`src/rtl/rr_sel_arbiter.sv`:
```
// Round-robin 4:1 mux select arbiter. Each grant is held until the owner
// sends done, withdraws its request, or uses up TIMEOUT cycles.
module rr_sel_arbiter #(
  parameter int unsigned TIMEOUT = 15
) (
  input  logic       clk,
  input  logic       rst_n,
  input  logic [3:0] req,
  input  logic       done,
  output logic [1:0] sel,
  output logic [3:0] gnt,
  output logic       busy,
  output logic       timeout
);

  typedef enum logic {IDLE, GRANT} state_t;

  state_t     state_q, state_d;
  logic [1:0] sel_q, sel_d;
  logic [1:0] last_q, last_d;
  logic [7:0] cnt_q, cnt_d;
  logic [3:0] gnt_q, gnt_d;
  logic       busy_q, busy_d;
  logic       timeout_q, timeout_d;

  logic [1:0] win;
  logic [1:0] idx;
  logic       found;
  logic       limit;
  logic       owner_req;

  // Scan from last+1 upward; 2-bit arithmetic provides the 3->0 wrap.
  always_comb begin
    win   = last_q;
    idx   = '0;
    found = 1'b0;
    for (int unsigned i = 1; i <= 4; i++) begin
      idx = last_q + 2'(i);
      if (!found && req[idx]) begin
        win   = idx;
        found = 1'b1;
      end
    end
  end

  assign limit     = (cnt_q == 8'(TIMEOUT - 1));
  assign owner_req = req[sel_q];

  always_comb begin
    state_d   = state_q;
    sel_d     = sel_q;
    last_d    = last_q;
    cnt_d     = cnt_q;
    gnt_d     = gnt_q;
    busy_d    = busy_q;
    timeout_d = 1'b0;
    unique case (state_q)
      IDLE: begin
        gnt_d  = '0;
        busy_d = 1'b0;
        cnt_d  = '0;
        if (found) begin
          sel_d   = win;
          last_d  = win;
          gnt_d   = 4'(1) << win;
          busy_d  = 1'b1;
          state_d = GRANT;
        end
      end
      GRANT: begin
        if (done || !owner_req || limit) begin
          state_d   = IDLE;
          busy_d    = 1'b0;
          gnt_d     = '0;
          cnt_d     = '0;
          // Pulse only when the counter alone forced the release.
          timeout_d = !done && owner_req && limit;
        end else begin
          cnt_d = cnt_q + 8'd1;
        end
      end
      default: state_d = IDLE;
    endcase
  end

  always_ff @(posedge clk or negedge rst_n) begin
    if (!rst_n) begin
      state_q   <= IDLE;
      sel_q     <= '0;
      last_q    <= 2'd3;
      cnt_q     <= '0;
      gnt_q     <= '0;
      busy_q    <= 1'b0;
      timeout_q <= 1'b0;
    end else begin
      state_q   <= state_d;
      sel_q     <= sel_d;
      last_q    <= last_d;
      cnt_q     <= cnt_d;
      gnt_q     <= gnt_d;
      busy_q    <= busy_d;
      timeout_q <= timeout_d;
    end
  end

  assign sel     = sel_q;
  assign gnt     = gnt_q;
  assign busy    = busy_q;
  assign timeout = timeout_q;

endmodule
```
`config.mk`:
```
export PLATFORM = sky130hd
export DESIGN_NAME = rr_sel_arbiter
export DESIGN_NICKNAME = d
export VERILOG_FILES = /design/src/rtl/rr_sel_arbiter.sv
export SDC_FILE = /design/constraint.sdc
export NUM_CORES = 1
export LEC_CHECK = 0
export CAP_MARGIN = 20
export CORE_UTILIZATION = 54
export CTS_BUF_LIST = sky130_fd_sc_hd__clkbuf_4 sky130_fd_sc_hd__clkbuf_8
export CTS_CLUSTER_DIAMETER = 80
export DETAILED_ROUTE_END_ITERATION = 10
export PLACE_DENSITY_LB_ADDON = 0.08
export RECOVER_POWER = 25
export SLEW_MARGIN = 20
export SYNTH_ARGS = -nofsm -noshare
export SYNTH_HDL_FRONTEND = slang
export SYNTH_SLANG_ARGS = --single-unit
```
`constraint.sdc`:
```
create_clock -name clk -period 1.9 [get_ports clk]
set_clock_uncertainty 0.1 [all_clocks]
set_input_delay 0.38 -clock clk [delete_from_list [all_inputs] [get_ports clk]]
set_output_delay 0.38 -clock clk [all_outputs]
set_load 0.01 [all_outputs]
```
; Word-level counts from Yosys, hierarchy flattened
; Cells that the tools add are included.
[op_classes]
n_mux = 30
shifts = 1
n_bitwise = 1
add_sub_neg = 4
n_eq_ne = 2
n_reduce_logical = 13
n_lt_le_gt_ge = 5
[op_table]
columns = cell, n
row1 = $pmux 8 s2, 1
row2 = $lt 2x3->1 const B, 5
row3 = $mux 1, 14
row4 = $bmux 1 s2, 5
row5 = $add 8x1->8 const B, 1
row6 = $eq 8x4->1 const B, 1
row7 = $mux 2, 4
row8 = $mux 4, 2
row9 = $mux 8, 1
row10 = $pmux 4 s2, 1
row11 = $logic_and 1x1->1, 5
row12 = $logic_not 1->1, 5
row13 = $add 2x2->2 const B, 2
row14 = $pmux 1 s2, 2
row15 = $shl 1x2->4 const A, 1
row16 = $add 2x1->2 const B, 1
row17 = $logic_or 1x1->1, 2
row18 = $ne 2x1->1 const B, 1
row19 = $reduce_and 2->1, 1
row20 = $not 1->1, 1
[word_totals]
reg_bits = 19
inputBits = 7
elab_cells = 63

; Longest topological paths before layout
[depth]
word_depth = 16
mapped_depth = 6

; Least setup slack after synthesis
; Ideal clock, no wire load.
[synth_timing]
kind = register to register
start = register last_q[0]
end = register gnt_q[3], in the netlist gnt[3]
path_stages_with_launch = 4
required_time_ns = 1.682
path_slack_ns = 0.463
arrival_ns = 1.219
setup_ns = 0.118
period_less_slack_ns = 1.437
cell_sequence = dfstp_2 and3b_1 o31a_1 a2bb2o_4
[synth_between]
elab_chain_len = 16
word_cells_on_any_way = 28
classes_between = add/sub: 3 / shift: 1 / mux: 18 / reduce/logical: 6
[synth_rtl]
columns = element, line_no
row1 = from (decl), 20  ; logic [1:0] last_q, last_d;
row2 = from (signal assigned), 98  ; last_q <= last_d;
row3 = $add 2x1->2, 38  ; idx = last_q + 2'(i);
row4 = $bmux 1 s2, 39  ; if (!found && req[idx]) begin
row5 = $mux 1 (implied by the code), 39
row6 = $mux 1, 39
row7 = $logic_not 1->1, 39
row8 = $logic_and 1x1->1, 39
row9 = $mux 1, 39
row10 = $logic_not 1->1, 39
row11 = $logic_and 1x1->1, 39
row12 = $mux 1, 39
row13 = $logic_not 1->1, 39
row14 = $logic_and 1x1->1, 39
row15 = $mux 2, 39
row16 = $shl 1x2->4, 65  ; gnt_d = 4'(1) << win;
row17 = $mux 4 (*), 62  ; if (found) begin
row18 = $pmux 4 s2 (*), 57  ; unique case (state_q)
row19 = to (signal assigned), 100  ; gnt_q <= gnt_d;
row20 = to (decl), 22  ; logic [3:0] gnt_q, gnt_d;
; Every way passes the cells marked *; elsewhere a longest branch is shown, timed or not. The select of a mux whose other input is x is not followed.
; A chain may end at the register's enable or synchronous reset.

; Final worst setup path
[layout_timing]
start = register sel_q[0], in the netlist sel[0]
end = output port sel[0]
[layout_rtl]
columns = element, line_no
row1 = from (decl), 19  ; logic [1:0] sel_q, sel_d;
row2 = from (signal assigned), 97  ; sel_q <= sel_d;
row3 = to (decl), 10  ; output logic [1:0] sel,
; No word-level cell between the ends.

==> impl_metrics.env <==
export IMPL_powerDensity_mw_per_mm2=1288
export IMPL_drt_first_iter_violations=14
export IMPL_area_growth_syn_to_layout_pct=21.99
export IMPL_postCtsHoldBufs=0
export IMPL_port_buffers=14
export IMPL_die_h_um=44.08
export IMPL_dp_hpwl_mm=1.314
export IMPL_crit_buf_inv=1
export IMPL_multiInputGateArea_um2=444.2
export IMPL_rr_startpoint="last_q[0]"
export IMPL_maxSlewViolCount=0
export IMPL_cts_tree="yes"
export IMPL_hold_viol=0
export IMPL_crit_chain="clkdlybuf4s50_1"
export IMPL_via_per_inst=5.579
export IMPL_clk_latency_ps=290
export IMPL_dp_slack_ps=10.54
export IMPL_tns_ps=0
export IMPL_fin_crit_sh_pct=94.32
export IMPL_slowest_stage="clkdlybuf4s50_1"
export IMPL_synth_edff_count=0
export IMPL_async_reset_ff_share_pct=100.0
export IMPL_seq_power_share_pct=42.6
export IMPL_path_clk_slew_ps=110
export IMPL_dr_pass1_iters=6
export IMPL_maxCapViolCount=0
export IMPL_cp_end_kind="output port"
export IMPL_synth_ff_type="dfrtp_1"
export IMPL_hp_class="reg2reg"
export IMPL_h_tree_depth=1
export IMPL_critPathKind="reg2out"
export IMPL_min_from="cnt_q[0]"
export IMPL_power_frac_comb_pct=44.1
export IMPL_fill_cells=124
export IMPL_arrival_ps=1310
export IMPL_cts_buffers=3
export IMPL_period_minus_slack_ps=1792
export IMPL_post_cts_setup_buffers=0
export IMPL_rsz0062_at_grt="no"
export IMPL_grt_pass1_vias=635
export IMPL_swShare_pct=34.92
export IMPL_setup_viol=0
export IMPL_start_util_pct=60.63
export IMPL_switching_power_uw=524.6
export IMPL_totalWireLength_mm=1.632
export IMPL_crit_fanout=5
export IMPL_cp_start_kind="flop"
export IMPL_relSlewSlack_pct=35.11
export IMPL_power_total_mw=1.502
export IMPL_crit_family="buffers and inverters"
export IMPL_gp_congestion=0.8661
export IMPL_row_count=14
export IMPL_status="finished clean"
export IMPL_coreArea_mm2=0.001577
export IMPL_syn_cell_area_um2=955.9
export IMPL_slowest_delay_ps=580
export IMPL_grt_overflow=0
export IMPL_ys_warn_count=0
export IMPL_pwr_share_clk_pct=13.3
export IMPL_wl_per_cell_um=12.95
export IMPL_fmax_mhz=558.0
export IMPL_ys_types=34
export IMPL_die_area_mm2=0.001943
export IMPL_io_pins=15
export IMPL_synth_yosys_seq_area_share_pct=50.00
export IMPL_root_buffer="clkbuf_4"
export IMPL_ys_ff_latch=19
export IMPL_postRouteAntennaNets=0
export IMPL_ctsResizeCount=0
export IMPL_irDropWorstVdd_mv=0.7689
export IMPL_layout_drive_gt1_share_pct=16.36
export IMPL_internal_power_uw=977.9
export IMPL_diodes=0
export IMPL_crit_required_ps=1420
export IMPL_synth_area_per_cell_um2=10.86
export IMPL_synthCells=88
export IMPL_cts_sinks=19
export IMPL_dieWidth_um=44.08
export IMPL_crit_start="sel[0]"
export IMPL_grtUsageTotal_pct=19.84
export IMPL_fin_nets=120
export IMPL_leakagePower_nw=0.5074
export IMPL_dr_total_vias=703
export IMPL_clk_path_buf_depth=2
export IMPL_worst_pin_slew_ps=973.4
export IMPL_synth_nets=97
export IMPL_fin_ws_ps=108.0
export IMPL_regArea_um2=478.0
export IMPL_grt_pass1_wl_mm=2.746
export IMPL_grt_max_degree=20
export IMPL_route_detailed_drc=0
export IMPL_grt_antenna_before_repair=0
sequential cells by signal, indices dropped and copies added, names as in the netlist:
register  flops
sel           2
cnt_q         8
last_q        2
state_q       1
timeout       1
gnt           4
busy          1
cell type report:
type | instances | share of cell area [%]
multi-input combinational | 62 | 38.09
timing repair buffer | 19 | 14.91
tap | 16 | 1.717
sequential | 19 | 40.99
inverter | 6 | 1.931
clock inverter | 1 | 0.4292
clock buffer | 3 | 1.931
cells in the mapped netlist (all sizes together), types with 2 or more instances:
library cell | count | share of area (%)
nand2 | 8 | 3.1
dfrtp | 17 | 45
a21oi | 2 | 2.2
nand3 | 3 | 2.1
nor2 | 12 | 4.7
dfstp | 2 | 5.5
ha | 2 | 2.6
o22ai | 2 | 1.3
nand4 | 4 | 4.2
xor2 | 5 | 4.6
inv | 6 | 2.4
mux2i | 2 | 2.1
nor2b | 2 | 1.3
o21a | 4 | 3.1
kinds of logic after synthesis:
logic type / Yosys count / share of synthesized area (%)
mux: 2 / 2.094
compound gates: 16 / 14.92
fa+ha+maj: 2 / 2.617
xor+xnor: 6 / 5.497
flops: 19 / 50.00
simple gates: 36 / 21.34
buf+inv: 7 / 3.534
per-stage QoR:
| step | utilization, % | std cells | hold WS [ps] | area, µm² |
|---|---|---|---|---|
| 3_5_place_dp | 72.46 | 122 | 404.6 | 1142 |
| 2_1_floorplan | - | 88 | -15.59 | 955.9 |
| 5_1_grt | 73.97 | 126 | 444.5 | 1166 |
| 3_3_place_gp | 72.46 | 122 | 394.9 | 1142 |
| 4_1_cts | 74.21 | 126 | 314.3 | 1170 |
| 6_report | 73.97 | 126 | 416.3 | 1166 |
power by group through the flow:
stage	Clock (mW)	Sequential (mW)	Combinational, mW
global placement	0	0.642	0.652
global route	0.216	0.660	0.726
detailed placement	0	0.649	0.669
finish	0.200	0.640	0.663
CTS	0.203	0.642	0.672
floorplan	0	0.663	0.370
routing by layer:
metal	vias up	track usage (%)	wire length, µm
li1	351	-	-
met1	334	27.81	799
met2	14	30.00	757
met3	4	3.673	42
met4	0	9.091	33
met5	-	0	0
layout by cell type, fill, tap and decap left out, drive strengths merged, types with 4 or more instances in the layout:
cell type	netlist	layout
buf	1	4
clkbuf	0	4
clkdlybuf4s50	0	13
dfrtp	17	17
inv	6	6
nand2	8	8
nand4	4	4
nor2	12	12
o21a	4	4
xor2	5	5
final timing paths:
check                           slack, ps  cells past startpoint  endpoint
min in group asynchronous             650                      2    gnt[1]
worst min-delay path                  420                      1  cnt_q[0]
worst max-delay path                  110                      1    sel[0]
max in group asynchronous             460                      2   state_q
worst max register to register        320                      4    sel[0]
worst min register to register        420                      1  cnt_q[0]
No activity file was read; power rests on OpenSTA's default activity.
